[src/rtl/seq_pkg.sv]
`default_nettype none
// ============================================================================
// Module      : seq_pkg
// Description : Shared opcodes, FSM states and instruction layout for the
//               ALU sequencer.
// Revision    : 1.0 - initial release
// ============================================================================
package seq_pkg;

    localparam int OP_W       = 4;
    localparam int DEF_DATA_W = 8;
    localparam int DEF_REG_AW = 2;
    localparam int INSTR_W    = OP_W + 3*DEF_REG_AW + DEF_DATA_W;

    // Opcodes 0000-1001 go straight to the ALU; 1100-1111 are forwarded too.
    localparam logic [OP_W-1:0] OP_ALU0  = 4'b0000;
    localparam logic [OP_W-1:0] OP_ALU1  = 4'b0001;
    localparam logic [OP_W-1:0] OP_ALU2  = 4'b0010;
    localparam logic [OP_W-1:0] OP_ALU3  = 4'b0011;
    localparam logic [OP_W-1:0] OP_ADD   = 4'b0100;
    localparam logic [OP_W-1:0] OP_NEG   = 4'b0101;
    localparam logic [OP_W-1:0] OP_ALU6  = 4'b0110;
    localparam logic [OP_W-1:0] OP_ALU7  = 4'b0111;
    localparam logic [OP_W-1:0] OP_EQ    = 4'b1000;
    localparam logic [OP_W-1:0] OP_GT    = 4'b1001;
    localparam logic [OP_W-1:0] OP_LOADI = 4'b1010;
    localparam logic [OP_W-1:0] OP_OUT   = 4'b1011;

    typedef enum logic [1:0] {
        IDLE = 2'd0,
        EXEC = 2'd1,
        WB   = 2'd2
    } state_e;

    // Field layout {op, dst, srcA, srcB, imm}, MSB first.
    function automatic int imm_lsb(input int data_w, input int reg_aw);
        imm_lsb = 0 * (data_w + reg_aw);
    endfunction

    function automatic int srcb_lsb(input int data_w, input int reg_aw);
        srcb_lsb = data_w + 0 * reg_aw;
    endfunction

    function automatic int srca_lsb(input int data_w, input int reg_aw);
        srca_lsb = data_w + reg_aw;
    endfunction

    function automatic int dst_lsb(input int data_w, input int reg_aw);
        dst_lsb = data_w + 2*reg_aw;
    endfunction

    function automatic int op_lsb(input int data_w, input int reg_aw);
        op_lsb = data_w + 3*reg_aw;
    endfunction

endpackage : seq_pkg
`default_nettype wire

[src/rtl/seq_regfile.sv]
`default_nettype none
// ============================================================================
// Module      : seq_regfile
// Description : 2^AW x DATA_W register file, two async read ports, one
//               synchronous write port, synchronous reset to zero.
// Revision    : 1.0 - initial release
// ============================================================================
module seq_regfile
    import seq_pkg::*;
#(
    parameter int DATA_W = DEF_DATA_W,
    parameter int AW     = DEF_REG_AW
) (
    input  logic              clk,
    input  logic              reset,
    input  logic              we_i,
    input  logic [AW-1:0]     waddr_i,
    input  logic [DATA_W-1:0] wdata_i,
    input  logic [AW-1:0]     raddr_a_i,
    output logic [DATA_W-1:0] rdata_a_o,
    input  logic [AW-1:0]     raddr_b_i,
    output logic [DATA_W-1:0] rdata_b_o
);

    localparam int NREG = 1 << AW;

    logic [DATA_W-1:0] regs_q [NREG];

    always_ff @(posedge clk) begin
        if (reset) begin
            for (int i = 0; i < NREG; i++) begin
                regs_q[i] <= '0;
            end
        end else if (we_i) begin
            regs_q[waddr_i] <= wdata_i;
        end
    end

    assign rdata_a_o = regs_q[raddr_a_i];
    assign rdata_b_o = regs_q[raddr_b_i];

endmodule : seq_regfile
`default_nettype wire

[src/rtl/alu_sequencer.sv]
`default_nettype none
// ============================================================================
// Module      : alu_sequencer
// Description : Three-cycle IDLE/EXEC/WB instruction sequencer that drives an
//               8-bit ALU and writes its result back to a small register file.
// Revision    : 1.0 - initial release
// ============================================================================
module alu_sequencer
    import seq_pkg::*;
#(
    parameter  int DATA_W  = DEF_DATA_W,
    parameter  int REG_AW  = DEF_REG_AW,
    localparam int INSTR_W = OP_W + 3*REG_AW + DATA_W
) (
    input  logic               clk,
    input  logic               reset,
    input  logic [INSTR_W-1:0] instr,
    input  logic               instr_valid,
    output logic               instr_ready,
    output logic [OP_W-1:0]    alu_op,
    output logic [DATA_W-1:0]  alu_a,
    output logic [DATA_W-1:0]  alu_b,
    input  logic [DATA_W-1:0]  alu_z,
    output logic               done,
    output logic [DATA_W-1:0]  out_data,
    output logic               out_valid
);

    localparam int IMM_LSB  = imm_lsb(DATA_W, REG_AW);
    localparam int SRCB_LSB = srcb_lsb(DATA_W, REG_AW);
    localparam int SRCA_LSB = srca_lsb(DATA_W, REG_AW);
    localparam int DST_LSB  = dst_lsb(DATA_W, REG_AW);
    localparam int OP_LSB   = op_lsb(DATA_W, REG_AW);

    state_e              state_q, state_d;
    logic [INSTR_W-1:0]  ir_q, ir_d;
    logic [DATA_W-1:0]   result_q, result_d;
    logic [DATA_W-1:0]   out_data_q, out_data_d;
    logic                out_valid_q, out_valid_d;

    logic [OP_W-1:0]     ir_op;
    logic [REG_AW-1:0]   ir_dst, ir_srca, ir_srcb;
    logic [DATA_W-1:0]   ir_imm;
    logic [DATA_W-1:0]   rd_a, rd_b;
    logic                rf_we;
    logic                is_special;

    assign ir_op   = ir_q[OP_LSB   +: OP_W];
    assign ir_dst  = ir_q[DST_LSB  +: REG_AW];
    assign ir_srca = ir_q[SRCA_LSB +: REG_AW];
    assign ir_srcb = ir_q[SRCB_LSB +: REG_AW];
    assign ir_imm  = ir_q[IMM_LSB  +: DATA_W];

    assign is_special = (ir_op == OP_LOADI) || (ir_op == OP_OUT);

    seq_regfile #(
        .DATA_W (DATA_W),
        .AW     (REG_AW)
    ) u_regfile (
        .clk       (clk),
        .reset     (reset),
        .we_i      (rf_we),
        .waddr_i   (ir_dst),
        .wdata_i   (result_q),
        .raddr_a_i (ir_srca),
        .rdata_a_o (rd_a),
        .raddr_b_i (ir_srcb),
        .rdata_b_o (rd_b)
    );

    always_ff @(posedge clk) begin
        if (reset) begin
            state_q     <= IDLE;
            ir_q        <= '0;
            result_q    <= '0;
            out_data_q  <= '0;
            out_valid_q <= 1'b0;
        end else begin
            state_q     <= state_d;
            ir_q        <= ir_d;
            result_q    <= result_d;
            out_data_q  <= out_data_d;
            out_valid_q <= out_valid_d;
        end
    end

    // Reset gates the combinational outputs so an aborted instruction
    // shows neither done nor ALU activity in the reset cycle.
    always_comb begin
        state_d     = state_q;
        ir_d        = ir_q;
        result_d    = result_q;
        out_data_d  = out_data_q;
        out_valid_d = 1'b0;
        instr_ready = 1'b0;
        done        = 1'b0;
        rf_we       = 1'b0;
        alu_op      = '0;
        alu_a       = '0;
        alu_b       = '0;

        unique case (state_q)
            IDLE: begin
                instr_ready = 1'b1;
                if (instr_valid) begin
                    ir_d    = instr;
                    state_d = EXEC;
                end
            end
            EXEC: begin
                if (ir_op == OP_LOADI) begin
                    result_d = ir_imm;
                end else if (ir_op == OP_OUT) begin
                    result_d = rd_a;
                end else begin
                    result_d = alu_z;
                end
                if (!is_special && !reset) begin
                    alu_op = ir_op;
                    alu_a  = rd_a;
                    alu_b  = rd_b;
                end
                state_d = WB;
            end
            WB: begin
                done = !reset;
                if (ir_op == OP_OUT) begin
                    out_data_d  = result_q;
                    out_valid_d = 1'b1;
                end else begin
                    rf_we = !reset;
                end
                state_d = IDLE;
            end
            default: begin
                state_d = IDLE;
            end
        endcase
    end

    assign out_data  = out_data_q;
    assign out_valid = out_valid_q;

endmodule : alu_sequencer
`default_nettype wire

[config.mk]
export PLATFORM = sky130hd
export DESIGN_NAME = alu_sequencer
export DESIGN_NICKNAME = d
export VERILOG_FILES = /design/src/rtl/seq_pkg.sv /design/src/rtl/seq_regfile.sv /design/src/rtl/alu_sequencer.sv
export SDC_FILE = /design/constraint.sdc
export NUM_CORES = 1
export LEC_CHECK = 0
export CAP_MARGIN = 20
export CORE_ASPECT_RATIO = 0.5
export CORE_MARGIN = 3
export CORE_UTILIZATION = 30
export DETAILED_ROUTE_END_ITERATION = 12
export REMOVE_ABC_BUFFERS = 1
export SYNTH_ARGS = -nofsm -noshare
export SYNTH_HDL_FRONTEND = slang
export SYNTH_SLANG_ARGS = --single-unit
[constraint.sdc]
create_clock -name clk -period 1.65 [get_ports clk]
set_input_delay 0.33 -clock clk [delete_from_list [all_inputs] [get_ports clk]]
set_output_delay 0.33 -clock clk [all_outputs]
set_load 0.005 [all_outputs]
==> impl_metrics.yaml, run 1 <==
min_path:
  hp-class: "reg -> reg"
sta:
  tightest_slew_ns: 0.350
  fmax_ghz: 0.486
  drv_slew: 0
  whs_ns: 0.473
  clock_skew_ns: 0.00690
  hold_viol: 0
  rsz0062_at_grt: "yes"
  setup_viol: 67
  period_minus_slack_ns: 2.06
  post-route-period-util_pct: 125
  final.setup.worst_slack_ns: -0.409
  slew_headroom_pct: 76.7
critical_path:
  critPathMaxStageDelay_ns: 0.53
  crit_path_end_kind: "primary output"
  required_ns: 1.32
  cpMaxStageDelayCell: "mux4_2"
  arrival_ns: 1.73
  crit_type: "reg -> out"
  crit_path_cell_trace: "buf_12 > buf_6 > mux4_2 > and3_4 > buf_6"
  crit_top_cell: "buf_6"
  critPathLaunchType: "flop"
  cp_max_fo: 8
placement:
  port_buffers: 59
  hpwl_mm: 6.40
  routabilityCongestion: 0.786
  placed_cells_incl_taps: 490
  place_ws_ns: -0.570
global_routing:
  first_global_vias: 2783
  grt_max_degree: 39
  track_usage_pct: 14.9
  grt_pass1_wl_mm: 14.4
  antenna_found_initial: 0
  grt-ovfl-total: 0
clocking:
  clk_latency_ns: 0.33
  path_clk_slew_ns: 0.06
  hold_buffers: 0
  h-tree-depth: 3
  cts_buffers: 9
  tritoncts: "yes"
  clock_path_buffers: 2
  cts_sinks: 73
  cts_root_buf: "clkbuf_16"
status:
  status: "complete, but fails checks"
  violations: "negative setup slack"
die:
  initial_core_util_pct: 31.9
  chipWidth_microns: 156
  core-area_sq_mm: 0.0106
  ios: 60
  die_h_microns: 81.1
  dieArea_sq_mm: 0.0127
  rows: 26
layout:
  fillers: 927
  seq_area_sq_mm: 0.00179
  fin_nets: 419
  antenna_cells: 0
  area_delta_synth_final_pct: 52.7
  final_cells: 535
  multiInputGateArea_sq_mm: 0.00166
  drive_gt1_share_pct: 42.0
logic_synthesis:
  async_flop_share_pct: 0
  ys_ff_latch: 73
  synth_warnings: 0
  synth_edf_count: 32
  synth.avg_cell_area_sq_um: 12.4
  yosysMostFrequentCell: "dfxtp_1"
  ys.flop_type: "dfxtp_1"
  seq_area_frac_synth_pct: 52.6
  syn_area_sq_mm: 0.00338
  syn_inst: 274
  synthTopCellsByCount: "dfxtp_1 (41), and2_1 (33), edfxtp_1 (32)"
  ys_types: 30
  yosysTopAreaCell: "edfxtp_1"
  synth_top_area_share_pct: 28.4
  synthTopCellsByArea: "edfxtp_1 (28%), dfxtp_1 (24%), mux4_2 (11%), mux2i_1 (7.7%), and2_1 (6.1%)"
routing:
  avgViaCountPerCell: 4.74
  wl_mm: 9.03
  ant_nets: 0
  drt-initial-drc-count: 162
  route.detailed.drc: 0
  routedWlPerCell_microns: 16.9
  drtPass1Iterations: 4
  vias: 2534
power_and_ir_drop:
  power.density_mw_per_mm2: 907
  leakage_uw: 0.00201
  peakVddDrop_mv: 0.622
job:
  maxCapViolCount: 0
==> cell families after synthesis <==
family	after synthesis	synth area share, %
AOI/OAI and AO/OA	17	4.10
buffers and inverters	21	3.07
DFF	73	52.6
and+or+nand+nor	121	21.8
muxes	42	18.3
==> through the flow <==
stage                     utilization, %  area [sq um]  setup TNS (ns)  power, uW
after floorplan                        -          3280          -26.14       2270
after global placement              41.2          4370          -36.71       2530
after detailed placement            41.2          4370          -39.34       2550
after CTS                           47.5          5040           -7.69       4700
after global routing                48.7          5170          -13.26       4860
final                               48.7          5170           -9.26       4690
==> power by group <==
part / leakage (uW) / switching [uW] / total, uW / internal [uW]
sequential: 0.000668 / 69.7 / 2040 / 1970
combinational: 0.00119 / 227 / 580 / 353
clock: 0.000150 / 740 / 2070 / 1330
total: 0.00201 / 1040 / 4690 / 3650
==> final timing paths <==
path                                          startpoint                                    to  slack (ns)  depth (start not counted)
worst max-delay path                                flop                              alu_a[5]       -0.41                          5
worst max register to register   state_q[1]$_SDFFE_PP0P_  u_regfile.regs_q[1][0]$_SDFFCE_PN0P_       -0.13                          5
worst min-delay path            out_data[4]$_SDFFE_PP0P_              out_data[4]$_SDFFE_PP0P_        0.47                          2
worst min register to register  out_data[4]$_SDFFE_PP0P_              out_data[4]$_SDFFE_PP0P_        0.47                          2
==> metal layers <==
layer	global-route usage [%]	routed length (microns)	vias to the layer above
li1	-	-	1235
met1	18.4	3920	1236
met2	26.1	4540	55
met3	3.67	492	8
met4	4.89	75	0
met5	0	0	-
==> cell type report <==
class / instances / area share [%]
clock inverter: 6 / 1.74
sequential: 73 / 34.6
multi-input combinational: 180 / 32.1
inverter: 1 / 0.0726
clock buffer: 10 / 4.43
tap: 140 / 3.39
timing repair buffer: 125 / 23.7
==> state kept, by name, indices dropped and copies added (netlist names), named ones only <==
signal and count:
u_regfile.regs_q 32, ir_q 18, out_data 8, result_q 8, state_q 2, out_valid 1
==> timing repair <==
| action | in CTS | in global routing |
|---|---|---|
| setup endpoints to repair | 75 | 83 |
| resized for setup | 138 | 30 |
| pin swaps | 22 | 3 |
| setup buffers | 25 | 7 |
==> cell usage in the layout, fill, tap and decap left out, types with 3 or more instances in the layout <==
cell             count
dfxtp_1             36
buf_4               42
and2_4              10
edfxtp_1            32
and3_4              18
a221oi_1             8
nand2_1              8
mux2i_1             26
clkdlybuf4s50_1     36
mux4_2              16
a211oi_1             8
buf_2                3
or2_4                3
and2_1              23
nand2b_1            16
buf_6               37
dfxtp_2              5
nor2_1              27
buf_12               5
clkbuf_16            9
==> worst max-delay path, delay by kind of cell (launching register included) <==
family | cells | cell delay (ns)
AND/OR/NAND/NOR | 1 | 0.20
buffers and inverters | 3 | 0.33
flip-flops | 1 | 0.34
multiplexers | 1 | 0.53
(Power assumes the default switching activity.)
==> run 2, diff against run 1 <==
--- a/config.mk
+++ b/config.mk
@@ -8,8 +8,9 @@
 export CAP_MARGIN = 20
 export CORE_ASPECT_RATIO = 0.5
 export CORE_MARGIN = 3
-export CORE_UTILIZATION = 30
+export CORE_UTILIZATION = 47
 export DETAILED_ROUTE_END_ITERATION = 12
+export PLACE_DENSITY = 0.75
 export REMOVE_ABC_BUFFERS = 1
 export SYNTH_ARGS = -nofsm -noshare
 export SYNTH_HDL_FRONTEND = slang
==> run 2 against run 1 <==
- the flow still finishes with violations (negative setup slack)
- sequential power barely moved
- via count rose by 12%
- clock-buffer cell count did not move
- routed wire length rose by 23%
- register-to-register slack got worse by 0.11 ns
- largest cell class unchanged
==> impl_metrics.yaml, run 2 (same netlist as run 1, synthesis figures left out) <==
min_path:
  hp-class: "reg -> reg"
  whs_endpoint: "out_data[6]$_SDFFE_PP0P_"
  holdPathStages: 2
  min_from: "out_data[6]$_SDFFE_PP0P_"
critical_path:
  arrival_ns: 1.73
  reg2reg_depth: 6
  critPathLaunchType: "flop"
  crit_path_end_kind: "primary output"
  cp_max_fo: 4
  crit_type: "reg -> out"
  rr_endpoint: "u_regfile.regs_q[0][1]$_SDFFCE_PN0P_"
  r2r_start: "state_q[1]$_SDFFE_PP0P_"
  required_ns: 1.32
  r2r_slack_ns: -0.24
layout:
  antenna_cells: 0
  largest_reg_flops: 32
  drive_gt1_share_pct: 43.0
  area_delta_synth_final_pct: 54.3
  reg.largest.list: "u_regfile.regs_q: 32 flops, ir_q: 18 flops"
  fin_nets: 422
  layout_commonest_cell: "buf_6"
  top_register: "u_regfile.regs_q"
  fin_area_sq_mm: 0.00522
  fillers: 396
  final_cell_mix: "buf_6 (40), dfxtp_1 (36), clkdlybuf4s50_1 (36)"
  final_util_pct: 76.4
clocking:
  cts_root_buf: "clkbuf_16"
  cts_sinks: 73
  clk_latency_ns: 0.33
  hold_buffers: 0
  clock_path_buffers: 2
  tritoncts: "yes"
  cts_buffers: 9
  path_clk_slew_ns: 0.06
  h-tree-depth: 3
die:
  dieArea_sq_mm: 0.00832
  initial_core_util_pct: 49.5
  core-area_sq_mm: 0.00683
  rows: 21
  ios: 60
  die_h_microns: 66.0
  chipWidth_microns: 126
global_routing:
  grt_pass1_wl_mm: 15.8
  first_global_vias: 2909
  track_usage_pct: 25.6
  grt_max_degree: 45
  antenna_found_initial: 0
  grt-ovfl-total: 0
routing:
  vias: 2839
  avgViaCountPerCell: 5.79
  drt-initial-drc-count: 261
  route.detailed.drc: 0
  routedWlPerCell_microns: 22.7
  wl_mm: 11.1
  drtPass1Iterations: 5
  ant_nets: 0
sta:
  fmax_ghz: 0.485
  clock_skew_ns: 0.00724
  drv_slew: 0
  final.setup.worst_slack_ns: -0.412
  slew_headroom_pct: 72.5
  setup_viol: 85
  hold_viol: 0
  tightest_slew_ns: 0.412
  period_minus_slack_ns: 2.06
  whs_ns: 0.472
  post-route-period-util_pct: 125
  rsz0062_at_grt: "yes"
status:
  status: "complete, but fails checks"
  violations: "negative setup slack"
power_and_ir_drop:
  power.total_uw: 4960
  leakage_uw: 0.00209
  peakVddDrop_mv: 0.548
  power.density_mw_per_mm2: 949
job:
  maxCapViolCount: 0
placement:
  routabilityCongestion: 0.868
  port_buffers: 59
  hpwl_mm: 6.06
  dpl_cell_area_sq_mm: 0.00433
-- run 2: cell types whose count changed in the layout (fill, tap and decap cells not counted), sizes merged --
cell | before | now
clkinvlp | 2 | 0
buf | 87 | 89
bufinv | 2 | 3
clkinv | 0 | 1
bufbuf | 0 | 1
-- run 2: layout make-up --
cell class	instances	area, sq um	area share, %
clock buffer	10	229	4.39
sequential	73	1790	34.3
multi-input combinational	180	1660	31.8
tap	92	115	2.20
clock inverter	6	114	2.18
inverter	1	3.75	0.0719
timing repair buffer	128	1310	25.1
-- run 2: worst max-delay path by stage --
stage | startpoint | end | slack [ns] | cells after the start
final | flop | alu_a[6] | -0.41 | 5
after floorplan | state_q[1]$_SDFFE_PP0P_ | flop | -1.14 | 3
after detailed placement | reset | alu_a[5] | -0.55 | 5
after global placement | reset | done | -0.51 | 4
after CTS | flop | alu_a[6] | -0.40 | 5
after global routing | flop | alu_a[1] | -0.45 | 5
-- run 2: through the flow --
| step | instances | setup WS [ns] | TNS (ns) |
|---|---|---|---|
| final | 490 | -0.412 | -15.86 |
| after CTS | 487 | -0.398 | -8.71 |
| after floorplan | 254 | -1.14 | -26.14 |
| after detailed placement | 443 | -0.548 | -36.67 |
| after global placement | 443 | -0.506 | -32.76 |
| after global routing | 490 | -0.450 | -18.55 |
-- run 2: critical path: stages, from the launching register on --
cell and delay (ns):
dfxtp_2 0.34, buf_12 0.11, buf_8 0.10, mux4_2 0.55, and3_4 0.19, buf_6 0.11
-- run 2: power breakdown --
group	total (uW)	switching, uW	leakage [uW]	internal (uW)
registers	2050	83.9	0.000669	1970
logic	622	256	0.00126	366
clock network	2280	796	0.000168	1490
-- run 2: per-layer routing --
layer  track usage, %  part of all wire (%)  vias to the layer above
met2             44.0                    49                      173
li1                 -                     -                     1246
met5                0                     0                        -
met4             11.0                   2.4                        0
met3             6.53                   9.2                       26
met1             31.1                    40                     1394
-- run 2: timing repair --
item,4_1_cts,5_1_grt
endpoints found under the setup margin,78,98
pin swaps,22,6
setup buffers,27,8
gates cloned,1,0
hold endpoints to repair,0,0
resized for setup,137,43
==> run 3, diff against run 2 <==
--- a/config.mk
+++ b/config.mk
@@ -7,7 +7,6 @@
 export LEC_CHECK = 0
 export CAP_MARGIN = 20
 export CORE_ASPECT_RATIO = 0.5
-export CORE_MARGIN = 3
 export CORE_UTILIZATION = 47
 export DETAILED_ROUTE_END_ITERATION = 12
 export PLACE_DENSITY = 0.75
@@ -15,3 +14,4 @@
 export SYNTH_ARGS = -nofsm -noshare
 export SYNTH_HDL_FRONTEND = slang
 export SYNTH_SLANG_ARGS = --single-unit
+export TNS_END_PERCENT = 10
==> run 3 against run 2 <==
- the run still ends with negative setup slack left
- cell area fell by 4.8%
- clock power barely moved
- fmax rose by 0.69%
- utilization is 3.6 points lower
- total power is 1.7% lower
- clock-buffer cell count unchanged
- non-clock buffer count is 20 lower
- die area shrank 9.0%
- critical path depth did not move
- sequential share of layout area increased by 1.7 points
- clock skew barely moved
- critical path type unchanged
- critical endpoint is now alu_a[7]
- largest power group unchanged
- highest routed layer unchanged
==> impl_metrics.yaml, run 3 (same netlist as run 1, synthesis figures left out) <==
layout:
  top_register: "u_regfile.regs_q"
  final_cell_mix: "dfxtp_1 (36), clkdlybuf4s50_1 (36), buf_4 (33)"
  multiInputGateArea_sq_mm: 0.00164
  fillers: 468
  final_cells: 470
  antenna_cells: 0
  largest_reg_flops: 32
  seq_area_sq_mm: 0.00179
  reg.largest.list: "u_regfile.regs_q: 32 flops, ir_q: 18 flops"
  area_delta_synth_final_pct: 46.9
  fin_nets: 402
  drive_gt1_share_pct: 38.1
routing:
  ant_nets: 0
  avgViaCountPerCell: 5.44
  drtPass1Iterations: 4
  routedWlPerCell_microns: 18.3
  drt-initial-drc-count: 170
  wl_mm: 8.61
  route.detailed.drc: 0
  vias: 2557
placement:
  place_ws_ns: -0.598
  port_buffers: 59
  routabilityCongestion: 0.799
  placed_cells_incl_taps: 438
  hpwl_mm: 5.72
global_routing:
  grt-ovfl-total: 0
  antenna_found_initial: 0
  track_usage_pct: 24.4
  grt_pass1_wl_mm: 13.1
  first_global_vias: 2510
  grt_max_degree: 38
clocking:
  clock_path_buffers: 2
  cts_root_buf: "clkbuf_16"
  cts_buffers: 9
  tritoncts: "yes"
  clk_latency_ns: 0.34
  cts_sinks: 73
  h-tree-depth: 3
  path_clk_slew_ns: 0.06
  hold_buffers: 0
sta:
  drv_slew: 0
  tightest_slew_ns: 0.379
  rsz0062_at_grt: "yes"
  slew_headroom_pct: 74.7
  setup_viol: 68
  hold_viol: 0
  period_minus_slack_ns: 2.05
  final.setup.worst_slack_ns: -0.398
  clock_skew_ns: 0.00703
  fmax_ghz: 0.488
  post-route-period-util_pct: 124
power_and_ir_drop:
  power.total_uw: 4870
  intPower_uw: 3820
  power.switching_uw: 1050
  power.density_mw_per_mm2: 980
  leakage_uw: 0.00193
  p_comb_share_pct: 11.3
  sw_frac_of_total_pct: 21.5
  pwr-share-clk_pct: 46.8
  power.share.sequential_pct: 41.8
  peakVddDrop_mv: 0.627
die:
  initial_core_util_pct: 49.5
  rows: 21
  die_h_microns: 62.0
  dieArea_sq_mm: 0.00757
  core-area_sq_mm: 0.00683
  ios: 60
  chipWidth_microns: 122
status:
  violations: "negative setup slack"
  status: "complete, but fails checks"
critical_path:
  crit_path_end_kind: "primary output"
  arrival_ns: 1.72
  required_ns: 1.32
  crit_top_cell: "buf_12"
  crit_family: "multiplexers"
  critPathMaxStageDelay_ns: 0.51
  crit_type: "reg -> out"
  cp_max_fo: 5
  crit_path_cell_trace: "buf_12 > buf_12 > mux4_2 > and3_4 > buf_6"
  critPathLaunchType: "flop"
  cpMaxStageDelayCell: "mux4_2"
  critPathBufInv: 3
min_path:
  hp-class: "reg -> reg"
job:
  maxCapViolCount: 0
## run 3: final cells by class
class / count / area share (%)
Timing Repair Buffer: 108 / 21.5
Multi-Input combinational cell: 180 / 33.1
Tap cell: 92 / 2.32
Inverter: 1 / 0.0755
Clock inverter: 6 / 2.29
Sequential cell: 73 / 36.0
Clock buffer: 10 / 4.81
## run 3: power groups by stage
stage	Combinational (uW)	Clock (uW)	Sequential (uW)
3_5_place_dp	481	0	2070
3_3_place_gp	467	0	2060
6_report	552	2280	2040
4_1_cts	534	2300	2040
5_1_grt	590	2370	2050
2_1_floorplan	213	0	2060
## run 3: metrics by stage
step | setup TNS (ns) | instance area, sq um | hold WS [ns] | util [%]
floorplan | -26.14 | 3280 | 0.402 | -
finish | -9.85 | 4970 | 0.472 | 72.8
global placement | -33.45 | 4330 | 0.461 | 63.4
detailed placement | -36.84 | 4330 | 0.465 | 63.4
global route | -13.92 | 4970 | 0.500 | 72.8
CTS | -9.81 | 4890 | 0.477 | 71.5
## run 3: timing repair
| action | CTS | global route |
|---|---|---|
| pin swaps | 18 | 5 |
| gates resized for setup | 108 | 27 |
| buffers inserted | 14 | 2 |
| setup endpoints to repair | 62 | 81 |
## run 3: worst paths after layout
check / to / from / slack (ns) / depth (start not counted)
worst max-delay path: alu_a[7] / flop / -0.40 / 5
worst min-delay path: out_data[7]$_SDFFE_PP0P_ / out_data[7]$_SDFFE_PP0P_ / 0.47 / 2
worst max register to register: u_regfile.regs_q[0][1]$_SDFFCE_PN0P_ / state_q[1]$_SDFFE_PP0P_ / -0.15 / 6
worst min register to register: out_data[7]$_SDFFE_PP0P_ / out_data[7]$_SDFFE_PP0P_ / 0.47 / 2
## run 3: worst min-delay path, delay by kind of cell, from the launching register on
| family | cells | cell delay, ns |
|---|---|---|
| mux | 1 | 0.05 |
| simple gates | 1 | 0.06 |
| flops | 1 | 0.31 |
## run 3: metal layers
| metal | vias to the layer above | global-route usage [%] | part of all wire (%) |
|---|---|---|---|
| met2 | 95 | 43.1 | 49 |
| met4 | 0 | 8.11 | 1.1 |
| li1 | 1195 | - | - |
| met3 | 11 | 5.93 | 7.4 |
| met5 | - | 0 | 0 |
| met1 | 1256 | 30.4 | 42 |
